--- src/rtl/morse_pkg.sv ---
// Shared types for the Morse key front end and the downstream character decoder.
package morse_pkg;

    // Symbol codes delivered on sym_o.
    typedef enum logic [1:0] {
        DOT        = 2'd0,
        DASH       = 2'd1,
        LETTER_END = 2'd2,
        WORD_END   = 2'd3
    } sym_t;

    // Key classifier phases.
    typedef enum logic [1:0] {
        IDLE  = 2'd0,
        PRESS = 2'd1,
        GAP   = 2'd2
    } key_state_t;

endpackage : morse_pkg

--- src/rtl/morse_key_classifier_debounce.sv ---
// Level debouncer: the output follows the input only after the input has held
// a different value for DEBOUNCE_CYCLES consecutive cycles.
module debounce #(
    parameter int DEBOUNCE_CYCLES = 1_000_000,
    parameter int CNT_WIDTH       = 32
) (
    input  logic clk,
    input  logic reset,
    input  logic level_i,
    output logic level_o
);

    localparam logic [CNT_WIDTH-1:0] CNT_ZERO = {CNT_WIDTH{1'b0}};
    localparam logic [CNT_WIDTH-1:0] CNT_ONE  = CNT_WIDTH'(1);
    localparam logic [CNT_WIDTH-1:0] CNT_LAST = CNT_WIDTH'(DEBOUNCE_CYCLES - 1);

    logic                 level_r;
    logic [CNT_WIDTH-1:0] db_cnt_r;

    // Count consecutive disagreeing cycles; adopt the input on the last one.
    always_ff @(posedge clk) begin
        if (reset) begin
            level_r  <= 1'b0;
            db_cnt_r <= CNT_ZERO;
        end else if (level_i != level_r) begin
            if (db_cnt_r == CNT_LAST) begin
                level_r  <= level_i;
                db_cnt_r <= CNT_ZERO;
            end else begin
                level_r  <= level_r;
                db_cnt_r <= db_cnt_r + CNT_ONE;
            end
        end else begin
            level_r  <= level_r;
            db_cnt_r <= CNT_ZERO;
        end
    end

    assign level_o = level_r;

endmodule : debounce

--- src/rtl/morse_key_classifier.sv ---
// Morse key classifier: debounces the synchronized key, times presses and gaps,
// and hands DOT / DASH / LETTER_END / WORD_END symbols to the character
// decoder through a one-entry valid/ready register with a sticky drop flag.
module morse_key_classifier
    import morse_pkg::*;
#(
    parameter int DEBOUNCE_CYCLES   = 1_000_000,
    parameter int DOT_MAX_CYCLES    = 20_000_000,
    parameter int LETTER_GAP_CYCLES = 30_000_000,
    parameter int WORD_GAP_CYCLES   = 70_000_000,
    parameter int CNT_WIDTH         = 32
) (
    input  logic       clk,
    input  logic       reset,
    input  logic       key_i,
    output logic [1:0] sym_o,
    output logic       sym_valid_o,
    input  logic       sym_ready_i,
    output logic       overflow_o
);

    localparam logic [CNT_WIDTH-1:0] CNT_ZERO = {CNT_WIDTH{1'b0}};
    localparam logic [CNT_WIDTH-1:0] CNT_ONE  = CNT_WIDTH'(1);
    localparam logic [CNT_WIDTH-1:0] CNT_MAX  = {CNT_WIDTH{1'b1}};
    // The rise cycle is seen before PRESS is entered, so a press has lasted
    // dur_r + 1 cycles when its fall is seen; DASH_MIN accounts for that.
    localparam logic [CNT_WIDTH-1:0] DASH_MIN    = CNT_WIDTH'(DOT_MAX_CYCLES - 1);
    localparam logic [CNT_WIDTH-1:0] LETTER_LAST = CNT_WIDTH'(LETTER_GAP_CYCLES - 1);
    localparam logic [CNT_WIDTH-1:0] WORD_LAST   = CNT_WIDTH'(WORD_GAP_CYCLES - 1);

    logic                 key_db_s;
    key_state_t           state_r;
    key_state_t           next_state_s;
    logic [CNT_WIDTH-1:0] dur_r;
    logic                 letter_sent_r;
    logic                 evt_valid_s;
    sym_t                 evt_sym_s;
    logic                 letter_set_s;
    logic                 letter_clr_s;
    logic                 load_ok_s;
    sym_t                 sym_r;
    logic                 sym_valid_r;
    logic                 overflow_r;

    debounce #(
        .DEBOUNCE_CYCLES (DEBOUNCE_CYCLES),
        .CNT_WIDTH       (CNT_WIDTH)
    ) u_debounce (
        .clk     (clk),
        .reset   (reset),
        .level_i (key_i),
        .level_o (key_db_s)
    );

    // FSM state register.
    always_ff @(posedge clk) begin
        if (reset) begin
            state_r <= IDLE;
        end else begin
            state_r <= next_state_s;
        end
    end

    // Next-state logic: IDLE and GAP imply key released, PRESS implies held,
    // so the debounced level alone identifies the edges.
    always_comb begin
        next_state_s = IDLE;
        case (state_r)
            IDLE: begin
                if (key_db_s) begin
                    next_state_s = PRESS;
                end else begin
                    next_state_s = IDLE;
                end
            end
            PRESS: begin
                if (key_db_s) begin
                    next_state_s = PRESS;
                end else begin
                    next_state_s = GAP;
                end
            end
            GAP: begin
                if (key_db_s) begin
                    next_state_s = PRESS;
                end else if (dur_r == WORD_LAST) begin
                    next_state_s = IDLE;
                end else begin
                    next_state_s = GAP;
                end
            end
            default: begin
                next_state_s = IDLE;
            end
        endcase
    end

    // Symbol generation; a rise in GAP always suppresses gap symbols.
    always_comb begin
        evt_valid_s  = 1'b0;
        evt_sym_s    = DOT;
        letter_set_s = 1'b0;
        letter_clr_s = 1'b0;
        case (state_r)
            IDLE: begin
                evt_valid_s = 1'b0;
            end
            PRESS: begin
                if (!key_db_s) begin
                    evt_valid_s  = 1'b1;
                    evt_sym_s    = (dur_r >= DASH_MIN) ? DASH : DOT;
                    letter_clr_s = 1'b1;
                end else begin
                    evt_valid_s = 1'b0;
                end
            end
            GAP: begin
                if (key_db_s) begin
                    evt_valid_s = 1'b0;
                end else if (dur_r == WORD_LAST) begin
                    evt_valid_s = 1'b1;
                    evt_sym_s   = WORD_END;
                end else if ((dur_r == LETTER_LAST) && !letter_sent_r) begin
                    evt_valid_s  = 1'b1;
                    evt_sym_s    = LETTER_END;
                    letter_set_s = 1'b1;
                end else begin
                    evt_valid_s = 1'b0;
                end
            end
            default: begin
                evt_valid_s = 1'b0;
            end
        endcase
    end

    // Phase duration: restarts on every state change, saturates at all-ones.
    always_ff @(posedge clk) begin
        if (reset) begin
            dur_r <= CNT_ZERO;
        end else if (next_state_s != state_r) begin
            dur_r <= CNT_ZERO;
        end else if (dur_r != CNT_MAX) begin
            dur_r <= dur_r + CNT_ONE;
        end else begin
            dur_r <= dur_r;
        end
    end

    // Remember that the current gap already produced its LETTER_END.
    always_ff @(posedge clk) begin
        if (reset) begin
            letter_sent_r <= 1'b0;
        end else if (letter_clr_s) begin
            letter_sent_r <= 1'b0;
        end else if (letter_set_s) begin
            letter_sent_r <= 1'b1;
        end else begin
            letter_sent_r <= letter_sent_r;
        end
    end

    assign load_ok_s = !sym_valid_r || sym_ready_i;

    // One-entry output register; a full, stalled register drops new symbols.
    always_ff @(posedge clk) begin
        if (reset) begin
            sym_r       <= DOT;
            sym_valid_r <= 1'b0;
            overflow_r  <= 1'b0;
        end else begin
            if (evt_valid_s && load_ok_s) begin
                sym_r       <= evt_sym_s;
                sym_valid_r <= 1'b1;
            end else if (sym_valid_r && sym_ready_i) begin
                sym_r       <= sym_r;
                sym_valid_r <= 1'b0;
            end else begin
                sym_r       <= sym_r;
                sym_valid_r <= sym_valid_r;
            end
            if (evt_valid_s && !load_ok_s) begin
                overflow_r <= 1'b1;
            end else begin
                overflow_r <= overflow_r;
            end
        end
    end

    assign sym_o       = sym_r;
    assign sym_valid_o = sym_valid_r;
    assign overflow_o  = overflow_r;

endmodule : morse_key_classifier

--- config.mk ---
export PLATFORM = sky130hd
export DESIGN_NAME = morse_key_classifier
export DESIGN_NICKNAME = d
export VERILOG_FILES = /design/src/rtl/morse_pkg.sv /design/src/rtl/morse_key_classifier_debounce.sv /design/src/rtl/morse_key_classifier.sv
export SDC_FILE = /design/constraint.sdc
export NUM_CORES = 1
export LEC_CHECK = 0
export ABC_AREA = 1
export CORE_MARGIN = 8
export CORE_UTILIZATION = 43
export CTS_CLUSTER_DIAMETER = 120
export DETAILED_ROUTE_END_ITERATION = 8
export PLACE_DENSITY = 0.58
export REMOVE_ABC_BUFFERS = 1
export SLEW_MARGIN = 20
export SYNTH_ARGS = -nofsm -noshare
export SYNTH_HDL_FRONTEND = slang
export SYNTH_SLANG_ARGS = --single-unit
--- constraint.sdc ---
create_clock -name clk -period 2.3 [get_ports clk]
set_input_delay 0.69 -clock clk [delete_from_list [all_inputs] [get_ports clk]]
set_output_delay 0.69 -clock clk [all_outputs]
set_load 0.005 [all_outputs]
==> run_results.csv, run 1 <==
group,metric,value,unit
timing,finalSetupViolations,0,
worst_setup_path,start_kind,"flop",
cells_and_area,layout-area-overhead-vs-synth,9.79,%
global_routing,grt_start_max_net_pins,33,
floorplanning,die_w,116,um
synth,postSynthRegisterBits,72,
clock_network,cts-root-buf,"sky130_fd_sc_hd__clkbuf_8",
synth,syn_avg_cell_area,6.70,sq um
detailed_routing,wire_length_after_detailed_routing,9940,um
worst_setup_path,data_required_time_at_the_worst_endpoint,2.55,ns
detailed_routing,post_drt_wl_per_cell,12.5,um
power,p_leak,0.00173,uW
power,power,2440,uW
detailed_routing,post_drt_via_cell_ratio,4.95,
cells_and_area,antenna_cells,0,
global_routing,groute.usage.overall,16.5,%
timing,timing.final.crit_share,87.6,%
clock_network,clock_insertion_delay_worst_skew,0.36,ns
floorplanning,floorplan.initialDensity,44.1,%
synth,yosys_warnings,0,
cells_and_area,drive_gt1_share,12.0,%
timing,fmax,496,MHz
clock_network,cts-hold-fix-buffers,0,
timing,max-slew-margin-rel,63.6,%
clock_network,post-cts-setup-buffer-count,0,
floorplanning,boundaryPins,8,
detailed_routing,drt_drc_violations_left,0,
global_routing,first_global_vias,3903,
detailed_routing,ant_nets,0,
floorplanning,die-area,13400,sq um
detailed_routing,detailedRoute.firstIterationViolations,230,
timing,period_needed,2.01,ns
synth,synth_top_area_cell,"sky130_fd_sc_hd__dfxtp_1",
power,pd_cells,518,nW/um^2
floorplanning,fp.coreArea,9730,sq um
placed_design,numPortBuffers,7,
timing,final_hold_violation_count,0,
clock_network,clkSlewWorstSetupHoldPaths,0.08,ns
timing,rsz0062_at_grt,"no",
global_routing,grt_antenna_before_repair,0,
clock_network,cts-resized-gates,0,
worst_setup_path,timing_worst_setup_path_type,"flop to flop",
synth,synth_top_cells_by_area,"sky130_fd_sc_hd__dfxtp_1, sky130_fd_sc_hd__nor2_1, sky130_fd_sc_hd__nand2_1",
synth,synth_cell_types,32,
worst_setup_path,crit_arrival,2.26,ns
clock_network,cts_max_level,3,
worst_hold_path,hp-class,"flop to flop",
timing,maxSlewViolCount,0,
timing,final.setup.tns,0,ns
cells_and_area,finalNetCount,664,
power,worst_vdd_rail_ir_drop,501,uV
job,max_cap_viol_count,0,
synth,synth_seq_area_share,33.6,%
timing,worst_clock_skew,0.00574,ns
clock_network,clock_path_buffers,2,
worst_setup_path,worstSetupEndpointType,"flop",
synth,synthesis.area,4290,sq um
placed_design,gp_congestion,0.900,
worst_setup_path,worstPathMaxFanout,32,
clock_network,cts_tree,"yes",
global_routing,grt_overflow,0,
detailed_routing,drt_pre_antenna_iters,5,
detailed_routing,vias,3921,
clock_network,cts_buffers,9,
synth,synthCells,641,
synth,synth_top_cell_area_share,33.6,%
floorplanning,dieHeight,116,um
status,outcome,"finished clean",
floorplanning,placement_rows,36,
timing,tightestPinTransition,0.540,ns
clock_network,clock_sink_count,72,
placed_design,dp_hpwl,7690,um
global_routing,first_pass_grt_wire_length,17600,um
## layout make-up
cell class / count / area, sq um
Fill cell: 1087 / 5010
Sequential cell: 72 / 1440
Inverter: 83 / 314
Multi-Input combinational cell: 478 / 2450
Tap cell: 133 / 166
Clock buffer: 10 / 128
Clock inverter: 6 / 92.6
Timing Repair Buffer: 10 / 118
## sequential cells by signal, indices dropped and copies added (netlist names)
register             cells
dur_r                   32
u_debounce.db_cnt_r     32
state_r                  2
sym_o                    2
letter_sent_r            1
overflow_o               1
sym_valid_o              1
u_debounce.level_o       1
## critical path, cell delays in order (launching register included)
cell and delay, ns:
sky130_fd_sc_hd__dfxtp_1 0.37, sky130_fd_sc_hd__ha_1 0.27, sky130_fd_sc_hd__nand3_2 0.17, sky130_fd_sc_hd__inv_2 0.09, sky130_fd_sc_hd__nand2_1 0.10, sky130_fd_sc_hd__nor2_1 0.11, sky130_fd_sc_hd__nand2_1 0.11, sky130_fd_sc_hd__nand2_2 0.09
sky130_fd_sc_hd__nand2_2 0.06, sky130_fd_sc_hd__nand2_2 0.07, sky130_fd_sc_hd__nand2_2 0.06, sky130_fd_sc_hd__nand3_4 0.09, sky130_fd_sc_hd__buf_12 0.23, sky130_fd_sc_hd__nor2_1 0.07
## per-stage QoR
step           setup slack (ns)  hold WS, ns  utilization, %  instance area, sq um  cells
2_1_floorplan             0.327        0.430               -                  4210    633
3_3_place_gp              0.206        0.446            46.2                  4490    776
3_5_place_dp              0.159        0.447            46.2                  4490    776
4_1_cts                   0.258        0.467            48.5                  4710    792
5_1_grt                  0.0591        0.480            48.5                  4710    792
6_report                  0.285        0.460            48.5                  4710    792
## cells by family after synthesis
group                    after synthesis  share of synthesized area, %
AO/OA/AOI/OAI                         34                          4.17
XOR/XNOR                              42                          8.57
adder cells (fa/ha/maj)                6                          1.75
buffers and inverters                 91                          9.27
flip-flops                            72                          33.6
AND/OR/NAND/NOR                      396                          42.7
## power breakdown
| part | internal [uW] | switching [uW] |
|---|---|---|
| clock | 616 | 509 |
| combinational | 21.4 | 40.8 |
| sequential | 1250 | 4.79 |
| total | 1890 | 554 |
## cells in the mapped netlist
master	number
sky130_fd_sc_hd__nor2_1	128
sky130_fd_sc_hd__nand2_1	127
sky130_fd_sc_hd__inv_1	80
sky130_fd_sc_hd__dfxtp_1	72
sky130_fd_sc_hd__xor2_1	37
sky130_fd_sc_hd__nor2_2	34
sky130_fd_sc_hd__nand3_1	26
sky130_fd_sc_hd__nor3_1	25
sky130_fd_sc_hd__a21oi_1	22
sky130_fd_sc_hd__nand4_1	20
sky130_fd_sc_hd__nand2_2	9
sky130_fd_sc_hd__o21ai_0	9
sky130_fd_sc_hd__buf_6	7
sky130_fd_sc_hd__ha_1	6
sky130_fd_sc_hd__nand3_2	5
sky130_fd_sc_hd__xnor2_1	5
sky130_fd_sc_hd__nor4_1	4
sky130_fd_sc_hd__or2_2	4
sky130_fd_sc_hd__and3_1	3
sky130_fd_sc_hd__nor3_2	3
sky130_fd_sc_hd__inv_2	2
sky130_fd_sc_hd__o31ai_1	2
sky130_fd_sc_hd__or2_0	2
sky130_fd_sc_hd__and2_1	1
sky130_fd_sc_hd__clkbuf_2	1
sky130_fd_sc_hd__inv_4	1
sky130_fd_sc_hd__nand3_4	1
sky130_fd_sc_hd__nand3b_1	1
sky130_fd_sc_hd__nor2_4	1
sky130_fd_sc_hd__nor3_4	1
sky130_fd_sc_hd__o311ai_0	1
sky130_fd_sc_hd__or3_1	1
## placed cells by master (no fill, tap or decap), drive strengths merged, types with 5 or more instances in the layout
cell type / count
nor3: 29
xor2: 37
xnor2: 5
dfxtp: 72
clkdlybuf4s50: 7
clkbuf: 10
nand4: 20
ha: 6
o21ai: 9
nand2: 136
nor2: 163
nand3: 32
inv: 84
a21oi: 22
or2: 6
## routing by layer
metal | share of wire (%) | vias to the layer above | global-route usage, %
li1 | - | 2031 | -
met1 | 44 | 1802 | 18.2
met5 | 0 | - | 0
met2 | 49 | 64 | 28.6
met4 | 3.3 | 0 | 8.12
met3 | 3.5 | 24 | 4.69
## path summary, 6_finish.rpt
| kind | slack (ns) | from | endpoint | cells past startpoint |
|---|---|---|---|---|
| min | 0.46 | u_debounce.db_cnt_r[0] | u_debounce.db_cnt_r[0] | 1 |
| min reg2reg | 0.46 | u_debounce.db_cnt_r[0] | u_debounce.db_cnt_r[0] | 1 |
| max reg2reg | 0.29 | dur_r[0] | dur_r[3] | 13 |
| max | 0.29 | dur_r[0] | dur_r[3] | 13 |
Note: power is estimated with default switching activity, not from simulation.
==> run 2, diff against run 1 <==
--- a/config.mk
+++ b/config.mk
@@ -7,10 +7,11 @@
 export LEC_CHECK = 0
 export ABC_AREA = 1
 export CORE_MARGIN = 8
-export CORE_UTILIZATION = 43
+export CORE_UTILIZATION = 60
 export CTS_CLUSTER_DIAMETER = 120
 export DETAILED_ROUTE_END_ITERATION = 8
-export PLACE_DENSITY = 0.58
+export PLACE_DENSITY = 0.76
+export RECOVER_POWER = 100
 export REMOVE_ABC_BUFFERS = 1
 export SLEW_MARGIN = 20
 export SYNTH_ARGS = -nofsm -noshare
==> run_results.csv, run 2 (synthesized netlist as in run 1, its figures left out) <==
group,metric,value,unit
floorplanning,die-area,10100,sq um
clock_network,cts_buffers,9,
timing,period_needed,2.04,ns
timing,worst_clock_skew,0.00713,ns
power,pd_cells,521,nW/um^2
global_routing,groute.usage.overall,20.7,%
detailed_routing,post_drt_wl_per_cell,12.6,um
cells_and_area,layout.cells.most_common,"sky130_fd_sc_hd__nor2_1",
worst_setup_path,worstPathMaxFanout,32,
global_routing,grt_antenna_before_repair,0,
global_routing,first_pass_grt_wire_length,16900,um
cells_and_area,most-common-layout-cells,"sky130_fd_sc_hd__nor2_1, sky130_fd_sc_hd__nand2_1, sky130_fd_sc_hd__inv_1",
timing,fmax,490,MHz
detailed_routing,wire_length_after_detailed_routing,9560,um
cells_and_area,final-instance-count-excl-fill,758,
detailed_routing,detailedRoute.firstIterationViolations,161,
clock_network,cts-resized-gates,0,
placed_design,numPortBuffers,7,
detailed_routing,drt_drc_violations_left,0,
clock_network,cts_tree,"yes",
cells_and_area,drive_gt1_share,8.19,%
power,p_leak,0.00175,uW
clock_network,clock_path_buffers,2,
clock_network,clock_insertion_delay_worst_skew,0.35,ns
clock_network,cts-root-buf,"sky130_fd_sc_hd__clkbuf_8",
floorplanning,die_w,101,um
timing,tightestPinTransition,0.545,ns
timing,final_hold_violation_count,0,
placed_design,numPlacedInstances,742,
worst_setup_path,data_required_time_at_the_worst_endpoint,2.54,ns
timing,max-slew-margin-rel,63.2,%
cells_and_area,biggestRegsByFlops,"dur_r (32), u_debounce.db_cnt_r (32)",
cells_and_area,layout-area-overhead-vs-synth,7.23,%
timing,maxSlewViolCount,0,
global_routing,grt_start_max_net_pins,33,
placed_design,dp_hpwl,7260,um
status,outcome,"finished clean",
worst_setup_path,crit_arrival,2.28,ns
detailed_routing,ant_nets,0,
worst_hold_path,hp-class,"flop to flop",
floorplanning,floorplan.initialDensity,60.5,%
floorplanning,dieHeight,101,um
clock_network,clock_sink_count,72,
clock_network,cts_max_level,3,
worst_setup_path,timing_worst_setup_path_type,"flop to flop",
detailed_routing,vias,3955,
floorplanning,placement_rows,31,
placed_design,gp_congestion,0.959,
power,worst_vdd_rail_ir_drop,309,uV
clock_network,post-cts-setup-buffer-count,0,
cells_and_area,antenna_cells,0,
worst_setup_path,start_kind,"flop",
detailed_routing,post_drt_via_cell_ratio,5.22,
job,max_cap_viol_count,0,
timing,rsz0062_at_grt,"no",
worst_setup_path,worstSetupEndpointType,"flop",
clock_network,cts-hold-fix-buffers,0,
floorplanning,fp.coreArea,7100,sq um
clock_network,clkSlewWorstSetupHoldPaths,0.07,ns
floorplanning,boundaryPins,8,
detailed_routing,drt_pre_antenna_iters,5,
global_routing,first_global_vias,3921,
timing,final.setup.tns,0,ns
global_routing,grt_overflow,0,
cells_and_area,finalNetCount,664,
timing,finalSetupViolations,0,
cells_and_area,layout.cell_area.non_filler,4600,sq um
placed_design,detailed_place.area,4450,sq um
timing,timing.final.crit_share,88.7,%
## run 2: cell count changes in the layout (fill, tap and decap cells not counted), moves of 2 or more
cell	delta
sky130_fd_sc_hd__clkdlybuf4s50_1	-4
sky130_fd_sc_hd__nor2_2	-22
sky130_fd_sc_hd__nand2_1	+2
sky130_fd_sc_hd__nand2_2	-2
sky130_fd_sc_hd__nor2_1	+22
sky130_fd_sc_hd__dlygate4sd3_1	+4
## run 2: stage by stage
stage          hold WS, ns  util [%]  power (uW)  setup slack, ns
5_1_grt              0.489      64.9        2490           0.0103
6_report             0.462      64.9        2400            0.259
3_5_place_dp         0.452      62.7        1350            0.192
2_1_floorplan        0.430         -        1330            0.327
3_3_place_gp         0.444      62.7        1350            0.220
4_1_cts              0.470      65.7        2430            0.232
## run 2: final cells by class
cell class | instances | area (sq um)
fill | 673 | 2490
inverter | 83 | 314
sequential | 72 | 1440
multi-input combinational | 478 | 2390
clock buffer | 11 | 131
tap | 99 | 124
timing repair buffer | 10 | 118
clock inverter | 5 | 81.3
## run 2: metal layers
metal / GRT usage, % / up-vias / part of all wire (%)
li1: - / 2046 / -
met1: 22.7 / 1779 / 43
met2: 36.3 / 92 / 49
met3: 4.90 / 38 / 3.9
met4: 10.2 / 0 / 3.6
met5: 0 / - / 0
## run 2: path summary, 6_finish.rpt
| kind | from | end | slack [ns] | cells past startpoint |
|---|---|---|---|---|
| worst max register to register | dur_r[0] | dur_r[2] | 0.26 | 13 |
| worst min-delay path | u_debounce.db_cnt_r[0] | u_debounce.db_cnt_r[0] | 0.46 | 1 |
| worst max-delay path | dur_r[0] | dur_r[2] | 0.26 | 13 |
| worst min register to register | u_debounce.db_cnt_r[0] | u_debounce.db_cnt_r[0] | 0.46 | 1 |
## run 2: where the power goes
group	switching [uW]	leakage (uW)	internal [uW]
combinational	36.7	0.00106	20.7
clock	474	0.000104	612
sequential	4.96	0.000581	1250
total	516	0.00175	1880
## run 2: critical path: stages, from the launching register on
cell	delay [ns]
sky130_fd_sc_hd__dfxtp_1	0.37
sky130_fd_sc_hd__ha_1	0.26
sky130_fd_sc_hd__nand3_2	0.17
sky130_fd_sc_hd__inv_2	0.09
sky130_fd_sc_hd__nand2_1	0.08
sky130_fd_sc_hd__nor2_1	0.16
sky130_fd_sc_hd__nand2_1	0.11
sky130_fd_sc_hd__nand2_1	0.11
sky130_fd_sc_hd__nand2_2	0.07
sky130_fd_sc_hd__nand2_2	0.08
sky130_fd_sc_hd__nand2_2	0.07
sky130_fd_sc_hd__nand3_4	0.09
sky130_fd_sc_hd__buf_12	0.20
sky130_fd_sc_hd__nor2_1	0.07
==> run 3, diff against run 2 <==
--- a/config.mk
+++ b/config.mk
@@ -6,14 +6,17 @@
 export NUM_CORES = 1
 export LEC_CHECK = 0
 export ABC_AREA = 1
+export CELL_PAD_IN_SITES_DETAIL_PLACEMENT = 1
+export CELL_PAD_IN_SITES_GLOBAL_PLACEMENT = 1
 export CORE_MARGIN = 8
-export CORE_UTILIZATION = 60
+export CORE_UTILIZATION = 45
 export CTS_CLUSTER_DIAMETER = 120
 export DETAILED_ROUTE_END_ITERATION = 8
-export PLACE_DENSITY = 0.76
+export PLACE_DENSITY = 0.79
 export RECOVER_POWER = 100
 export REMOVE_ABC_BUFFERS = 1
 export SLEW_MARGIN = 20
 export SYNTH_ARGS = -nofsm -noshare
 export SYNTH_HDL_FRONTEND = slang
+export SYNTH_HIERARCHICAL = 1
 export SYNTH_SLANG_ARGS = --single-unit
==> run_results.csv, run 3 <==
group,metric,value,unit
worst_setup_path,data_required_time_at_the_worst_endpoint,2.55,ns
power,p_leak,0.00180,uW
timing,maxSlewViolCount,0,
synth,postSynthRegisterBits,72,
clock_network,cts-resized-gates,0,
synth,synth_adder_area_share,1.69,%
timing,tightestPinTransition,0.570,ns
power,pd_cells,510,nW/um^2
status,outcome,"finished clean",
placed_design,detailed_place.area,4630,sq um
synth,synth_enable_flop_cells,0,
global_routing,grt_antenna_before_repair,0,
worst_setup_path,crit_arrival,2.34,ns
timing,fmax,478,MHz
synth,combinational_family_with_the_most_area_after_synthesis,"simple AND/OR/NAND/NOR gates",
synth,synthCells,706,
global_routing,first_global_vias,4501,
power,power,2440,uW
cells_and_area,biggestRegsByFlops,"dur_r (32), u_debounce/db_cnt_r (32)",
synth,synth_area_in_compound_gates,2.65,%
cells_and_area,seqCellArea,1440,sq um
synth,post-synth-top-count-cell,"sky130_fd_sc_hd__nand2_1",
clock_network,cts_max_level,3,
detailed_routing,ant_nets,0,
cells_and_area,multiInputGateArea,2520,sq um
floorplanning,die-area,13300,sq um
global_routing,grt_overflow,0,
clock_network,clock_insertion_delay_worst_skew,0.36,ns
detailed_routing,post_drt_wl_per_cell,14.9,um
floorplanning,placement_rows,36,
worst_setup_path,crit_path_cell_trace,"ha_1 > nand3_2 > inv_1 > nand2_1 > nor2_1 > nand3_2 > nand2_2 > nand2_2 > nand2_1 > nand2_2 > nand3_4 > buf_12 > nor2_1",
synth,synthesis.area,4450,sq um
timing,max-slew-margin-rel,61.5,%
clock_network,clock_path_buffers,2,
cells_and_area,num-fill-cells,1363,
cells_and_area,drive_gt1_share,6.49,%
floorplanning,die_w,115,um
cells_and_area,most-common-layout-cells,"sky130_fd_sc_hd__nand2_1, sky130_fd_sc_hd__nor2_1, sky130_fd_sc_hd__inv_1",
synth,synth_ff_type,"sky130_fd_sc_hd__dfxtp_1",
floorplanning,fp.coreArea,9680,sq um
worst_setup_path,worst_path_max_delay_cell,"sky130_fd_sc_hd__dfxtp_1",
clock_network,post-cts-setup-buffer-count,0,
clock_network,clkSlewWorstSetupHoldPaths,0.08,ns
synth,synth_common_cells,"sky130_fd_sc_hd__nand2_1, sky130_fd_sc_hd__nor2_1, sky130_fd_sc_hd__inv_1",
worst_setup_path,path_delay_family,"simple AND/OR/NAND/NOR gates",
worst_hold_path,hp-class,"flop to flop",
detailed_routing,drt_pre_antenna_iters,5,
cells_and_area,final_util,49.4,%
timing,period_needed,2.09,ns
placed_design,numPlacedInstances,841,
floorplanning,boundaryPins,8,
timing,worst_clock_skew,0.00839,ns
detailed_routing,wire_length_after_detailed_routing,12700,um
synth,synthSimpleGateAreaFrac,46.5,%
worst_setup_path,crit_top_cell,"sky130_fd_sc_hd__nand2_2",
clock_network,cts-root-buf,"sky130_fd_sc_hd__clkbuf_8",
floorplanning,dieHeight,115,um
detailed_routing,post_drt_via_cell_ratio,5.09,
floorplanning,floorplan.initialDensity,45.9,%
synth,synth-xor-area-share,7.09,%
synth,synth_top_cells_by_area,"sky130_fd_sc_hd__dfxtp_1, sky130_fd_sc_hd__nand2_1, sky130_fd_sc_hd__nor2_1",
worst_setup_path,timing_worst_setup_path_type,"flop to flop",
synth,synth_seq_area_share,32.4,%
placed_design,dp_hpwl,9960,um
cells_and_area,finalNetCount,729,
synth,yosys-mux-area-fraction,0,%
timing,rsz0062_at_grt,"no",
synth,synth_cell_types,31,
placed_design,gp_congestion,0.896,
detailed_routing,drt_drc_violations_left,0,
worst_setup_path,crit_path_max_incr_delay,0.42,ns
synth,synth_top_cell_area_share,32.4,%
worst_setup_path,start_kind,"flop",
timing,finalSetupViolations,0,
detailed_routing,detailedRoute.firstIterationViolations,301,
cells_and_area,layout.cell_area.non_filler,4790,sq um
power,worst_vdd_rail_ir_drop,317,uV
worst_setup_path,path_buf_inv,2,
cells_and_area,antenna_cells,0,
global_routing,first_pass_grt_wire_length,21800,um
timing,final_hold_violation_count,0,
global_routing,grt_start_max_net_pins,33,
clock_network,cts_tree,"yes",
detailed_routing,vias,4362,
clock_network,clock_sink_count,72,
timing,final.setup.tns,0,ns
clock_network,cts-hold-fix-buffers,0,
cells_and_area,layout-area-overhead-vs-synth,7.68,%
worst_setup_path,worstSetupEndpointType,"flop",
cells_and_area,final-instance-count-excl-fill,857,
synth,synth_top_area_cell,"sky130_fd_sc_hd__dfxtp_1",
clock_network,cts_buffers,9,
synth,asyncSetResetFlopFracSynth,0,%
placed_design,numPortBuffers,7,
timing,timing.final.crit_share,91.0,%
worst_setup_path,worstPathMaxFanout,32,
synth,yosys_warnings,6,
job,max_cap_viol_count,0,
synth,syn_avg_cell_area,6.30,sq um
global_routing,groute.usage.overall,20.5,%
cells_and_area,layout.cells.most_common,"sky130_fd_sc_hd__nand2_1",
run 3: layer usage:
| metal | track usage, % | part of all wire, % | up-vias |
|---|---|---|---|
| met3 | 2.89 | 3.7 | 12 |
| met2 | 34.3 | 47 | 64 |
| met4 | 6.48 | 1.1 | 0 |
| met1 | 26.6 | 49 | 2101 |
| li1 | - | - | 2185 |
| met5 | 0 | 0 | - |
run 3: cells by family (layout without fill, tap and decap cells):
| group | count (synthesis) | count (layout) |
|---|---|---|
| AO/OA/AOI/OAI | 22 | 22 |
| AND/OR/NAND/NOR | 476 | 476 |
| XOR/XNOR | 36 | 36 |
| adder cells (fa/ha/maj) | 6 | 6 |
| flip-flops | 72 | 72 |
| buffers and inverters | 94 | 112 |
run 3: report_power, final:
part / switching (uW) / internal, uW / total (uW) / leakage [uW]
Sequential: 6.45 / 1250 / 1260 / 0.000581
Combinational: 41.4 / 24.6 / 66.1 / 0.00111
Clock: 508 / 608 / 1120 / 0.000110
Total: 556 / 1880 / 2440 / 0.00180
run 3: worst reg2reg max path, stage by stage, from the launching register on:
cell and delay [ns]:
sky130_fd_sc_hd__dfxtp_1 0.42, sky130_fd_sc_hd__ha_1 0.24, sky130_fd_sc_hd__nand3_2 0.10, sky130_fd_sc_hd__inv_1 0.08, sky130_fd_sc_hd__nand2_1 0.09, sky130_fd_sc_hd__nor2_1 0.27
sky130_fd_sc_hd__nand3_2 0.14, sky130_fd_sc_hd__nand2_2 0.09, sky130_fd_sc_hd__nand2_2 0.06, sky130_fd_sc_hd__nand2_1 0.10, sky130_fd_sc_hd__nand2_2 0.07, sky130_fd_sc_hd__nand3_4 0.07
sky130_fd_sc_hd__buf_12 0.19, sky130_fd_sc_hd__nor2_1 0.07
run 3: final timing paths:
path                                               from                 endpoint  slack (ns)  cells past startpoint
worst max register to register                 dur_r[0]                 dur_r[0]        0.21                     13
worst min register to register  u_debounce/db_cnt_r[31]  u_debounce/db_cnt_r[31]        0.46                      2
worst min-delay path            u_debounce/db_cnt_r[31]  u_debounce/db_cnt_r[31]        0.46                      2
worst max-delay path                           dur_r[0]                 dur_r[0]        0.21                     13
run 3: cell type report:
type                            count  share of cell area [%]
Clock buffer                       10                    2.67
Clock inverter                      6                    1.75
Inverter                           83                    6.51
Multi-Input combinational cell    540                    52.6
Sequential cell                    72                    30.1
Tap cell                          133                    3.48
Timing Repair Buffer               13                    2.93
run 3: per-stage QoR:
| step | hold WS, ns | setup slack [ns] |
|---|---|---|
| after floorplan | 0.430 | 0.382 |
| after global placement | 0.442 | 0.267 |
| after detailed placement | 0.457 | 0.214 |
| after CTS | 0.468 | 0.258 |
| after global routing | 0.496 | 0.0334 |
| final | 0.465 | 0.207 |
